## src/rtl/mem_bus_arbiter.sv

```systemverilog
// rtl/mem_bus_arbiter.sv - two-master round-robin memory bus arbiter with wait timeout
module mem_bus_arbiter #(
  parameter int unsigned TIMEOUT = 256
) (
  input  logic        clk,
  input  logic        rst,
  input  logic        m0_req,
  input  logic        m0_we,
  input  logic [31:0] m0_addr,
  input  logic [31:0] m0_wdata,
  output logic [31:0] m0_rdata,
  output logic        m0_ack,
  input  logic        m1_req,
  input  logic        m1_we,
  input  logic [31:0] m1_addr,
  input  logic [31:0] m1_wdata,
  output logic [31:0] m1_rdata,
  output logic        m1_ack,
  output logic        err,
  output logic        grant,
  output logic        arb_busy,
  output logic [31:0] mem_addr,
  output logic [31:0] mem_wdata,
  output logic        mem_we,
  output logic        mem_re,
  input  logic [31:0] mem_rdata,
  input  logic        mem_busy
);

  typedef enum logic [1:0] {IDLE, ISSUE, WAIT, DONE} state_t;

  localparam logic [15:0] CNT_LAST = 16'(TIMEOUT - 1);

  state_t      state_q, state_d;
  logic        we_q, we_d;
  logic        grant_q, grant_d;
  logic        last_q, last_d;
  logic [31:0] addr_q, addr_d;
  logic [31:0] wdata_q, wdata_d;
  logic        re_q, re_d;
  logic        mwe_q, mwe_d;
  logic [31:0] rdata0_q, rdata0_d;
  logic [31:0] rdata1_q, rdata1_d;
  logic        ack0_q, ack0_d;
  logic        ack1_q, ack1_d;
  logic        err_q, err_d;
  logic [15:0] cnt_q, cnt_d;
  logic        win;
  logic        finish;

  // m1 wins only if it asks alone, or on a tie when m0 was served last.
  assign win = m1_req & (~m0_req | ~last_q);

  always_comb begin
    state_d  = state_q;
    we_d     = we_q;
    grant_d  = grant_q;
    last_d   = last_q;
    addr_d   = addr_q;
    wdata_d  = wdata_q;
    rdata0_d = rdata0_q;
    rdata1_d = rdata1_q;
    cnt_d    = cnt_q;
    re_d     = 1'b0;
    mwe_d    = 1'b0;
    ack0_d   = 1'b0;
    ack1_d   = 1'b0;
    err_d    = 1'b0;
    finish   = 1'b0;
    case (state_q)
      IDLE: begin
        if (m0_req || m1_req) begin
          grant_d = win;
          we_d    = win ? m1_we    : m0_we;
          addr_d  = win ? m1_addr  : m0_addr;
          wdata_d = win ? m1_wdata : m0_wdata;
          re_d    = ~(win ? m1_we : m0_we);
          mwe_d   = win ? m1_we : m0_we;
          state_d = ISSUE;
        end
      end
      ISSUE: begin
        cnt_d   = 16'd0;
        state_d = WAIT;
      end
      WAIT: begin
        if (!mem_busy) begin
          if (!we_q) begin
            if (grant_q) rdata1_d = mem_rdata;
            else         rdata0_d = mem_rdata;
          end
          finish = 1'b1;
        end else if (cnt_q == CNT_LAST) begin
          if (grant_q) rdata1_d = 32'h0;
          else         rdata0_d = 32'h0;
          err_d  = 1'b1;
          finish = 1'b1;
        end else begin
          cnt_d = cnt_q + 16'd1;
        end
        if (finish) begin
          ack0_d  = ~grant_q;
          ack1_d  = grant_q;
          state_d = DONE;
        end
      end
      DONE: begin
        last_d  = grant_q;
        state_d = IDLE;
      end
      default: state_d = IDLE;
    endcase
  end

  always_ff @(posedge clk or posedge rst) begin
    if (rst) begin
      state_q  <= IDLE;
      we_q     <= 1'b0;
      grant_q  <= 1'b0;
      last_q   <= 1'b1;
      addr_q   <= 32'h0;
      wdata_q  <= 32'h0;
      re_q     <= 1'b0;
      mwe_q    <= 1'b0;
      rdata0_q <= 32'h0;
      rdata1_q <= 32'h0;
      ack0_q   <= 1'b0;
      ack1_q   <= 1'b0;
      err_q    <= 1'b0;
      cnt_q    <= 16'd0;
    end else begin
      state_q  <= state_d;
      we_q     <= we_d;
      grant_q  <= grant_d;
      last_q   <= last_d;
      addr_q   <= addr_d;
      wdata_q  <= wdata_d;
      re_q     <= re_d;
      mwe_q    <= mwe_d;
      rdata0_q <= rdata0_d;
      rdata1_q <= rdata1_d;
      ack0_q   <= ack0_d;
      ack1_q   <= ack1_d;
      err_q    <= err_d;
      cnt_q    <= cnt_d;
    end
  end

  assign m0_rdata  = rdata0_q;
  assign m1_rdata  = rdata1_q;
  assign m0_ack    = ack0_q;
  assign m1_ack    = ack1_q;
  assign err       = err_q;
  assign grant     = grant_q;
  assign arb_busy  = (state_q != IDLE);
  assign mem_addr  = addr_q;
  assign mem_wdata = wdata_q;
  assign mem_we    = mwe_q;
  assign mem_re    = re_q;

endmodule

```

## config.mk

```make
export PLATFORM = sky130hd
export DESIGN_NAME = mem_bus_arbiter
export DESIGN_NICKNAME = d
export VERILOG_FILES = /design/src/rtl/mem_bus_arbiter.sv
export SDC_FILE = /design/constraint.sdc
export NUM_CORES = 1
export LEC_CHECK = 0
export BUFFER_PORTS_ARGS = -buffer_cell sky130_fd_sc_hd__buf_4
export CORE_MARGIN = 10
export CORE_UTILIZATION = 43
export DETAILED_ROUTE_END_ITERATION = 7
export PLACE_DENSITY_LB_ADDON = 0.3
export SYNTH_ARGS = -nofsm -noshare
export SYNTH_HDL_FRONTEND = slang
export SYNTH_SLANG_ARGS = --single-unit
```

## constraint.sdc

```tcl
create_clock -name clk -period 4.6 [get_ports clk]
set_input_delay 0.46 -clock clk [delete_from_list [all_inputs] [get_ports clk]]
set_output_delay 0.46 -clock clk [all_outputs]
set_load 0.01 [all_outputs]
```

==> impl_metrics.json <==
{
  "hold_path_depth": 2,
  "grt_pass1_wl_um": 32200,
  "drt-vias-per-instance": 5.33,
  "timing.final.crit_share_pct": 65.0,
  "combPwrFrac_pct": 40.2,
  "synth_edf_count": 0,
  "synth_top_area_share_pct": 57.4,
  "swShare_pct": 36.7,
  "fin_skew_ns": 0.0125,
  "ctsResizeCount": 0,
  "p_clk_share_pct": 22.3,
  "fin_cells": 1057,
  "ys_ff_latch": 154,
  "grt_max_degree": 119,
  "fp.dieH_um": 145,
  "synth.avg_cell_area_um2": 11.7,
  "yosysSeqAreaShare_pct": 57.8,
  "drt.antenna.violating_nets": 0,
  "timing_hold_violations_final": 0,
  "clock.fmax_mhz": 334,
  "htreeDepth": 4,
  "p_seq_share_pct": 37.5,
  "power_density_nw_per_um2": 654,
  "syn_inst": 572,
  "hold_class": "in2reg",
  "p_switching_uw": 2310,
  "cts_tree": "yes",
  "synth_top_area_cell": "dfrtp_1",
  "hp-start": "mem_rdata[14]",
  "area_growth_pct": 44.5,
  "end_kind": "flop",
  "worst_slew_pin_slew_ns": 1.14,
  "chipWidth_um": 145,
  "crit_family": "simple AND/OR/NAND/NOR gates",
  "drc_errors": 0,
  "r2r_start": "cnt_q[8]$_DFFE_PP0P_",
  "vdd_ir_drop_max_mv": 0.263,
  "grt_pass1_vias": 5958,
  "arrival_ns": 3.29,
  "rr_endpoint": "m0_rdata[12]$_DFFE_PP0P_",
  "final_nets": 1028,
  "crit_buf_inv": 0,
  "cts_sinks": 154,
  "dpl.hpwl_um": 16600,
  "hold_end": "m0_rdata[14]$_DFFE_PP0P_",
  "clk_latency_ns": 0.42,
  "drt-wirelength-per-cell_um": 20.2,
  "diodes": 0,
  "synthesis.area_um2": 6670,
  "grt.total_usage_pct": 19.7,
  "synth_warnings": 0,
  "numCtsBuffers": 17,
  "r2r_slack_ns": 1.61,
  "synthTopCellsByArea": "dfrtp_1, mux2i_1, a22o_1",
  "cts.path.max_buffers": 2,
  "path_class": "reg2reg",
  "dr.pass1.iters": 4,
  "wl_um": 21400,
  "initial_core_util_pct": 43.9,
  "antenna_found_initial": 0,
  "drive_gt1_share_pct": 40.4,
  "cpMaxStageDelayCell": "o41ai_4",
  "worstPathRequired_ns": 4.90,
  "place_congestion": 0.841,
  "die_area_um2": 20900,
  "report.final.slew_viol_count": 0,
  "rsz0062_at_grt": "no",
  "cts_setup_buffers": 0,
  "status": "finished, final reports clean",
  "core-area_um2": 15200,
  "period_minus_slack_ns": 2.99,
  "clk_pin_slew_ns": 0.07,
  "ys_types": 51,
  "placementRows": 45,
  "slew_headroom_pct": 23.7,
  "async_flop_share_pct": 100,
  "setup_viol": 0,
  "maxCapViolCount": 0,
  "clockRootBuffer": "clkbuf_16",
  "crit_chain": "or4_4 -> o41ai_4 -> nand4b_4 -> a22o_1",
  "setup_tns_ns": 0,
  "grt.overflow.total": 0,
  "crit_fanout": 32,
  "dp.cells": 1025,
  "p_leak_uw": 0.00499,
  "pin_count": 302,
  "hold_buffers": 0,
  "syn-num-nets": 744,
  "dr_total_vias": 5631,
  "max_stage_delay_ns": 0.82,
  "ys.flop_type": "dfrtp_1",
  "fill_cells": 1193,
  "critPathLaunchType": "flop",
  "p_int_uw": 3990,
  "io_buffers": 301,
  "drt_iter0_drc": 372,
  "rr_worst_depth": 4
}
-- layout make-up --
| cell class | count | area (µm²) | share of cell area (%) |
|---|---|---|---|
| clock buffers | 17 | 425 | 4.42 |
| flip-flops and latches | 154 | 3850 | 40.0 |
| clock inverters | 15 | 173 | 1.79 |
| inverters | 8 | 33.8 | 0.351 |
| multi-input cells | 368 | 2590 | 26.9 |
| repair buffers | 307 | 2320 | 24.1 |
| well taps | 188 | 235 | 2.44 |
-- metrics by stage --
stage          util, %  total power (µW)  hold slack (ns)  cell area [µm²]  worst slack [ns]
2_1_floorplan        -              3550            0.451             6670              2.20
3_3_place_gp      59.4              4860            0.464             9040              1.73
3_5_place_dp      59.4              4960            0.472             9040              1.65
4_1_cts           63.4              6380            0.248             9630              1.61
5_1_grt           63.4              6690            0.258             9630              1.44
6_report          63.4              6300            0.266             9630              1.61
-- sequential cells by signal, summed over array words and instances, names as in the netlist, 2 cells and up --
name / cells
cnt_q: 16
m0_rdata: 32
m1_rdata: 32
mem_addr: 32
mem_wdata: 32
state_q: 2
-- cell usage after synthesis (5+ instances only) --
| master | instances |
|---|---|
| a31oi_1 | 7 |
| nand3_1 | 10 |
| buf_6 | 7 |
| inv_1 | 8 |
| buf_2 | 5 |
| and3_1 | 8 |
| clkbuf_1 | 26 |
| nor2_1 | 6 |
| ha_1 | 5 |
| o21ai_0 | 65 |
| nand4_1 | 5 |
| nand2_1 | 80 |
| dfrtp_1 | 153 |
| mux2i_1 | 69 |
| a22o_1 | 63 |
-- cells in the final DEF (no fill, tap or decap), types with 2 or more instances in the layout --
cell type,synthesis,layout
clkinv_8,0,2
inv_8,0,4
buf_4,0,306
o21ai_0,65,65
a31oi_1,7,7
o211ai_1,2,2
clkinvlp_4,0,2
o31a_1,2,2
or4_1,2,2
a41oi_1,2,2
a22o_1,63,63
nor3_1,4,4
mux2i_1,69,69
o21ai_1,4,3
nand2_1,80,80
ha_1,5,5
dfrtp_1,153,153
clkbuf_16,0,17
nor2_1,6,6
and4_1,3,3
inv_1,8,7
and2_1,3,3
o22a_1,2,2
nand4_1,5,5
and3_1,8,8
inv_6,0,5
nand3_1,10,10
-- layer usage --
metal	vias to the layer above	routed length (µm)	global-route usage [%]
met5	-	0	0
met4	0	452	6.65
met3	25	2060	7.67
met2	240	10500	32.4
met1	2714	8390	23.1
li1	2652	-	-
-- worst register-to-register path, stage by stage (launching register included) --
cell and delay, ns:
dfrtp_1 0.46, or4_4 0.57, o41ai_4 0.82, nand4b_4 0.63, a22o_1 0.39
-- how the worst max path moves through the flow --
| stage | from | slack (ns) | cells past startpoint | end |
|---|---|---|---|---|
| floorplan | rst | 2.20 | 1 | cnt_q[0]$_DFFE_PP0P_ |
| global route | cnt_q[8]$_DFFE_PP0P_ | 1.44 | 4 | m0_rdata[12]$_DFFE_PP0P_ |
| finish | cnt_q[8]$_DFFE_PP0P_ | 1.61 | 4 | m0_rdata[12]$_DFFE_PP0P_ |
| detailed placement | cnt_q[8]$_DFFE_PP0P_ | 1.65 | 4 | m0_rdata[22]$_DFFE_PP0P_ |
| global placement | cnt_q[8]$_DFFE_PP0P_ | 1.73 | 4 | m0_rdata[18]$_DFFE_PP0P_ |
| CTS | cnt_q[8]$_DFFE_PP0P_ | 1.61 | 4 | m0_rdata[12]$_DFFE_PP0P_ |
-- power groups by stage --
stage | registers [µW] | clock network [µW] | logic [µW]
6_report | 2360 | 1400 | 2530
3_3_place_gp | 2350 | 0 | 2510
3_5_place_dp | 2370 | 0 | 2590
5_1_grt | 2430 | 1500 | 2750
4_1_cts | 2360 | 1430 | 2590
2_1_floorplan | 2540 | 0 | 1010
-- cells by family after synthesis --
kind of cell / share of synthesized area [%]
compound gates: 17.1
flops: 57.8
simple gates: 9.59
mux: 10.7
buf+inv: 3.70
fa+ha+maj: 0.938
xor+xnor: 0.131
(Power assumes the default switching activity.)
